**config.mk**
```make
export PLATFORM = sky130hd
export DESIGN_NAME = seq_chunk_adder_flat
export DESIGN_NICKNAME = d
export VERILOG_FILES = /design/src/rtl/seq_chunk_adder_if.sv /design/src/rtl/seq_chunk_adder.sv /design/src/flat_wrapper.sv
export SDC_FILE = /design/constraint.sdc
export NUM_CORES = 1
export LEC_CHECK = 0
export BUFFER_PORTS_ARGS = -buffer_cell sky130_fd_sc_hd__buf_2
export CAP_MARGIN = 20
export CORE_ASPECT_RATIO = 0.7
export CORE_MARGIN = 4
export CORE_UTILIZATION = 48
export DETAILED_ROUTE_END_ITERATION = 6
export PLACE_DENSITY = 0.69
export SETUP_SLACK_MARGIN = 0.2
export SKIP_CTS_REPAIR_TIMING = 1
export SLEW_MARGIN = 20
export SYNTH_ARGS = -nofsm -noshare
export SYNTH_HDL_FRONTEND = slang
export SYNTH_SLANG_ARGS = --single-unit
```
**constraint.sdc**
```tcl
create_clock -name clk -period 4.2 [get_ports clk]
set_clock_uncertainty 0.15 [all_clocks]
set_input_delay 0.42 -clock clk [delete_from_list [all_inputs] [get_ports clk]]
set_output_delay 0.42 -clock clk [all_outputs]
set_load 0.01 [all_outputs]
```
**src/rtl/seq_chunk_adder_if.sv**
```systemverilog
// Handshake and operand/result bundle for the chunked adder/subtractor.
// The master side issues operations; the slave side is the arithmetic unit.
interface seq_chunk_adder_if #(
   parameter int WIDTH = 16
);
   logic             start;
   logic [WIDTH-1:0] A;
   logic [WIDTH-1:0] B;
   logic             Cin;
   logic             sub;
   logic             busy;
   logic             done;
   logic [WIDTH-1:0] S;
   logic             Cout;
   logic             ovf;

   modport master (
      output start, A, B, Cin, sub,
      input  busy, done, S, Cout, ovf
   );

   modport slave (
      input  start, A, B, Cin, sub,
      output busy, done, S, Cout, ovf
   );
endinterface

```
**src/rtl/seq_chunk_adder.sv**
```systemverilog
// Multi-cycle adder/subtractor: processes CHUNK bits per clock, LSB chunk
// first, rippling the carry between cycles through a carry register.
// Results (S/Cout/ovf) only change on the edge that completes an operation.
module seq_chunk_adder #(
   parameter int WIDTH = 16,
   parameter int CHUNK = 4
) (
   input logic             clk,
   input logic             rst_n,
   seq_chunk_adder_if.slave bus
);
   localparam int NCH  = WIDTH / CHUNK;
   localparam int IDXW = (NCH > 1) ? $clog2(NCH) : 1;

   generate
      if ((WIDTH % CHUNK) != 0) begin : g_bad_chunk
         $error("seq_chunk_adder: WIDTH must be a multiple of CHUNK");
      end
   endgenerate

   typedef enum logic [1:0] {
      ST_IDLE,
      ST_RUN,
      ST_DONE
   } state_t;

   state_t            state_reg;
   state_t            state_next;
   logic              busy_flag;
   logic              done_flag;

   logic [WIDTH-1:0]  a_reg;
   logic [WIDTH-1:0]  b_reg;       // already inverted for subtract
   logic              carry_reg;
   logic [IDXW-1:0]   idx_reg;
   logic [WIDTH-1:0]  psum_reg;
   logic [WIDTH-1:0]  s_reg;
   logic              cout_reg;
   logic              ovf_reg;

   logic [CHUNK-1:0]  a_chunk [NCH];
   logic [CHUNK-1:0]  b_chunk [NCH];
   logic [CHUNK:0]    chunk_sum;
   logic [WIDTH-1:0]  psum_merged;
   logic              last_chunk;
   logic              accept;

   // Slice the captured operands into per-chunk views and splice the chunk
   // being computed this cycle into the partial sum.
   genvar gi;
   generate
      for (gi = 0; gi < NCH; gi++) begin : g_chunk
         assign a_chunk[gi] = a_reg[gi*CHUNK +: CHUNK];
         assign b_chunk[gi] = b_reg[gi*CHUNK +: CHUNK];
         assign psum_merged[gi*CHUNK +: CHUNK] =
            (idx_reg == IDXW'(gi)) ? chunk_sum[CHUNK-1:0]
                                   : psum_reg[gi*CHUNK +: CHUNK];
      end
   endgenerate

   assign chunk_sum  = {1'b0, a_chunk[idx_reg]} + {1'b0, b_chunk[idx_reg]}
                     + {{CHUNK{1'b0}}, carry_reg};
   assign last_chunk = (idx_reg == IDXW'(NCH - 1));
   // New work is taken whenever the unit is not busy (IDLE or DONE).
   assign accept     = bus.start && (state_reg != ST_RUN);

   // State register.
   always_ff @(posedge clk or negedge rst_n) begin
      if (!rst_n) begin
         state_reg <= ST_IDLE;
      end else begin
         state_reg <= state_next;
      end
   end

   // Next-state and handshake outputs.
   always_comb begin
      state_next = state_reg;
      busy_flag  = 1'b0;
      done_flag  = 1'b0;
      case (state_reg)
         ST_IDLE: begin
            if (bus.start) state_next = ST_RUN;
         end
         ST_RUN: begin
            busy_flag = 1'b1;
            if (last_chunk) state_next = ST_DONE;
         end
         ST_DONE: begin
            done_flag  = 1'b1;
            state_next = bus.start ? ST_RUN : ST_IDLE;
         end
         default: state_next = ST_IDLE;
      endcase
   end

   // Operand capture and per-chunk accumulation.
   always_ff @(posedge clk or negedge rst_n) begin
      if (!rst_n) begin
         a_reg     <= '0;
         b_reg     <= '0;
         carry_reg <= 1'b0;
         idx_reg   <= '0;
         psum_reg  <= '0;
      end else if (accept) begin
         a_reg     <= bus.A;
         b_reg     <= bus.sub ? ~bus.B : bus.B;
         carry_reg <= bus.sub | bus.Cin;
         idx_reg   <= '0;
      end else if (state_reg == ST_RUN) begin
         psum_reg  <= psum_merged;
         carry_reg <= chunk_sum[CHUNK];
         idx_reg   <= idx_reg + IDXW'(1);
      end
   end

   // Publish results only on the edge that finishes the top chunk.
   always_ff @(posedge clk or negedge rst_n) begin
      if (!rst_n) begin
         s_reg    <= '0;
         cout_reg <= 1'b0;
         ovf_reg  <= 1'b0;
      end else if ((state_reg == ST_RUN) && last_chunk) begin
         s_reg    <= psum_merged;
         cout_reg <= chunk_sum[CHUNK];
         ovf_reg  <= (a_reg[WIDTH-1] == b_reg[WIDTH-1]) &&
                     (psum_merged[WIDTH-1] != a_reg[WIDTH-1]);
      end
   end

   assign bus.busy = busy_flag;
   assign bus.done = done_flag;
   assign bus.S    = s_reg;
   assign bus.Cout = cout_reg;
   assign bus.ovf  = ovf_reg;
endmodule

```
**src/flat_wrapper.sv**
```systemverilog
// flat-port wrapper written by rule: the top's interface ports become plain ports
module seq_chunk_adder_flat 
#(
   parameter int WIDTH = 16,
   parameter int CHUNK = 4
)
  (clk, rst_n, bus_start, bus_A, bus_B, bus_Cin, bus_sub, bus_busy, bus_done, bus_S, bus_Cout, bus_ovf);
  seq_chunk_adder_if #(.WIDTH(WIDTH)) bus_i ();
  input logic clk;
  input logic rst_n;
  input wire logic [$bits(bus_i.start)-1:0] bus_start;
  input wire logic [$bits(bus_i.A)-1:0] bus_A;
  input wire logic [$bits(bus_i.B)-1:0] bus_B;
  input wire logic [$bits(bus_i.Cin)-1:0] bus_Cin;
  input wire logic [$bits(bus_i.sub)-1:0] bus_sub;
  output wire logic [$bits(bus_i.busy)-1:0] bus_busy;
  output wire logic [$bits(bus_i.done)-1:0] bus_done;
  output wire logic [$bits(bus_i.S)-1:0] bus_S;
  output wire logic [$bits(bus_i.Cout)-1:0] bus_Cout;
  output wire logic [$bits(bus_i.ovf)-1:0] bus_ovf;
  assign bus_i.start = bus_start;
  assign bus_i.A = bus_A;
  assign bus_i.B = bus_B;
  assign bus_i.Cin = bus_Cin;
  assign bus_i.sub = bus_sub;
  assign bus_busy = bus_i.busy;
  assign bus_done = bus_i.done;
  assign bus_S = bus_i.S;
  assign bus_Cout = bus_i.Cout;
  assign bus_ovf = bus_i.ovf;
  seq_chunk_adder #(.WIDTH(WIDTH), .CHUNK(CHUNK)) u_core (.clk(clk), .rst_n(rst_n), .bus(bus_i));
endmodule
```
==> impl_metrics.yaml <==
synthesis:
  synth-seq-cells: 67
  synth_enable_flop_cells: 0
  synth.yosys.warnings: 0
  synth.area.top_cells: "sky130_fd_sc_hd__dfrtp_1 (53%), sky130_fd_sc_hd__mux2_2 (8.1%), sky130_fd_sc_hd__o21ai_0 (6.4%)"
  synth.top_cells.by_count: "sky130_fd_sc_hd__dfrtp_1 (67), sky130_fd_sc_hd__nand2_1 (52), sky130_fd_sc_hd__o21ai_0 (41), sky130_fd_sc_hd__mux2_2 (23), sky130_fd_sc_hd__xnor2_1 (18)"
  postSynthAreaPerCell_um2: 11.7
  postSynth.topFlopCell: "sky130_fd_sc_hd__dfrtp_1"
  syn_inst: 273
  synth_area_leader_cell: "sky130_fd_sc_hd__dfrtp_1"
  synth.lib_cells_used.distinct: 31
  synth.most_common_cell: "sky130_fd_sc_hd__dfrtp_1"
  syn_area_mm2: 0.00319
  synth.net_count: 319
  synth_top_cell_area_share: 0.525
  async_set_or_reset_flop_fraction_in_the_synthesized_netlist: 1.00
  ys_seq_area_frac: 0.525
critical_path:
  critical_path_class: "reg2reg"
  cpMaxStageDelayCell: "sky130_fd_sc_hd__dfrtp_1"
  crit_required_ns: 4.27
  timing.reg2reg.worst_path_depth: 7
  worstPathMaxFanout: 12
  setup.worst_path.end_class: "flop"
  worst-endpoint-arrival_ns: 3.24
  critical_path.startpoint_type: "flop"
  crit_chain: "mux4_2, fa_1, fa_1, xnor2_1, nand2_1, o21ai_0, o21ai_0"
  slowest_delay_ns: 0.73
clocking:
  clk_transition_reported_paths_ns: 0.07
  clkSinkCount: 67
  cts_root_buffer: "sky130_fd_sc_hd__clkbuf_8"
  clkLatencyLatePin_ns: 0.34
  htree_levels: 3
  tritoncts.num_buffers: 9
  clock_tree_from_tritoncts: "built"
  cts_buffer_depth: 2
cells_and_area:
  post_route_cells_drive_above_1_share: 0.332
  antenna_cells: 0
  layout.nets: 372
  final_core_utilization: 0.585
  area_growth_pct: 16.2
sta:
  timing.final.crit_period_ns: 3.17
  finalHoldViolations: 0
  setup_tns_ns: 0
  maxClockFrequency_mhz: 316
  timing.final.ws_setup_ns: 1.03
  tightestPinTransition_ns: 0.825
  layout_worst_path_cycle_share: 0.754
  finalSetupViolCount: 0
  worst_case_headroom_to_the_max_slew_limit: 0.448
  unrepaired_setup_endpoints_after_global_routing: "no"
  finalMaxSlewViolations: 0
die:
  die_area_mm2: 0.00804
  initial_util: 0.504
  pin_count: 57
  standard_cell_rows: 24
  die_height_um: 76.2
  dieWidth_um: 105
  core_mm2: 0.00634
placed_design:
  dp.final_hpwl_mm: 4.65
  preCtsSetupSlack_ns: 1.01
  gp_routability_congestion: 0.797
  portBuffers: 56
drt:
  post_drt_via_cell_ratio: 4.92
  detail_route.drc_violations: 0
  drt_first_iter_violations: 83
  wl_mm: 6.36
  vias: 2077
  average_routed_wire_per_standard_cell_um: 15.1
  detailedRoute.firstPassIterationCount: 4
  drtAntennaViolNets: 0
job:
  drv_cap: 0
global_route:
  gr-total-overflow: 0
  grt_antenna_before_repair: 0
  grt_pass1_vias: 2067
  groute.usage.overall: 0.166
  global_route_wire_length_before_repair_mm: 10.5
  grt_max_degree: 38
power:
  vdd_drop_max_mv: 0.326
  cellLeakagePower_nw: 1.73
  p_per_area_mw_per_mm2: 913
run_status:
  outcome: "completed"
worst_hold_path:
  hp-class: "in2async"
## cell usage in the layout (no fill, tap or decap), drive strengths merged
cell type  Yosys  routed
a211o          1       1
a21o           1       1
a21oi          3       3
and3           1       1
buf           14      58
bufinv         0       1
clkbuf         2      13
clkinv         0       2
dfrtp         67      67
fa             2       2
ha             7       7
inv            5       5
mux2          23      23
mux2i          9       9
mux4           8       8
nand2         53      53
nand2b         1       1
nand3          2       2
nor2           5       5
nor2b          4       4
nor3           1       1
o211ai         2       2
o21ai         41      41
o31ai          1       1
or3            2       2
xnor2         18      18
## final timing paths
path	slack, ns	end	startpoint
max	1.03	u_core.bus.S[10]	u_core.idx_reg[0]
min	0.02	u_core.bus.S[1]	rst_n
max reg2reg	1.03	u_core.bus.S[10]	u_core.idx_reg[0]
min reg2reg	0.32	u_core.bus.S[12]	u_core.bus.S[12]
max in group asynchronous	2.96	u_core.a_reg[4]	rst_n
min in group clk	0.15	u_core.a_reg[15]	bus_A[15]
## final cells by class
type	instances	area (µm²)
Multi-Input combinational cell	185	1380
Clock buffer	13	179
Inverter	5	23.8
Tap cell	91	114
Timing Repair Buffer	58	295
Sequential cell	67	1680
Fill cell	546	2630
Clock inverter	3	43.8
## layer usage
layer / part of all wire / global-route usage / up-vias
li1: - / - / 1042
met1: 0.51 / 0.248 / 971
met2: 0.42 / 0.221 / 56
met3: 0.058 / 0.0559 / 8
met4: 0.013 / 0.0668 / 0
met5: 0 / 0 / -
## through the flow
step | cell area [µm²] | std cells | hold WS (ns) | total power, mW
floorplan | 3190 | 273 | -0.0256 | 2.38
global placement | 3480 | 406 | 0.306 | 2.76
detailed placement | 3480 | 406 | 0.309 | 2.82
CTS | 3710 | 422 | 0.0446 | 3.42
global route | 3710 | 422 | 0.0909 | 3.65
finish | 3710 | 422 | 0.0228 | 3.38
## cell families (layout without fill, tap and decap cells)
kind of cell / count (synthesis) / count (layout) / synth area share
AND/OR/NAND/NOR: 69 / 69 / 0.0933
flip-flops: 67 / 67 / 0.525
AO/OA/AOI/OAI: 49 / 49 / 0.0824
multiplexers: 40 / 40 / 0.166
buffers and inverters: 21 / 79 / 0.0435
XOR/XNOR: 18 / 18 / 0.0494
adder cells (fa/ha/maj): 9 / 9 / 0.0400
## power by group
| group | switching, mW | total, mW | internal, mW |
|---|---|---|---|
| logic | 0.903 | 1.62 | 0.722 |
| registers | 0.216 | 1.18 | 0.964 |
| clock network | 0.240 | 0.579 | 0.339 |
## critical path: cells and delay by family, from the launching register on
family,cells,cell delay (ns)
and+or+nand+nor,1,0.11
adders and majority gates,2,0.85
DFF,1,0.73
muxes,1,0.60
AOI/OAI and AO/OA,2,0.16
xor gates and xnor gates,1,0.45
Power figures use the tool's default switching activity.
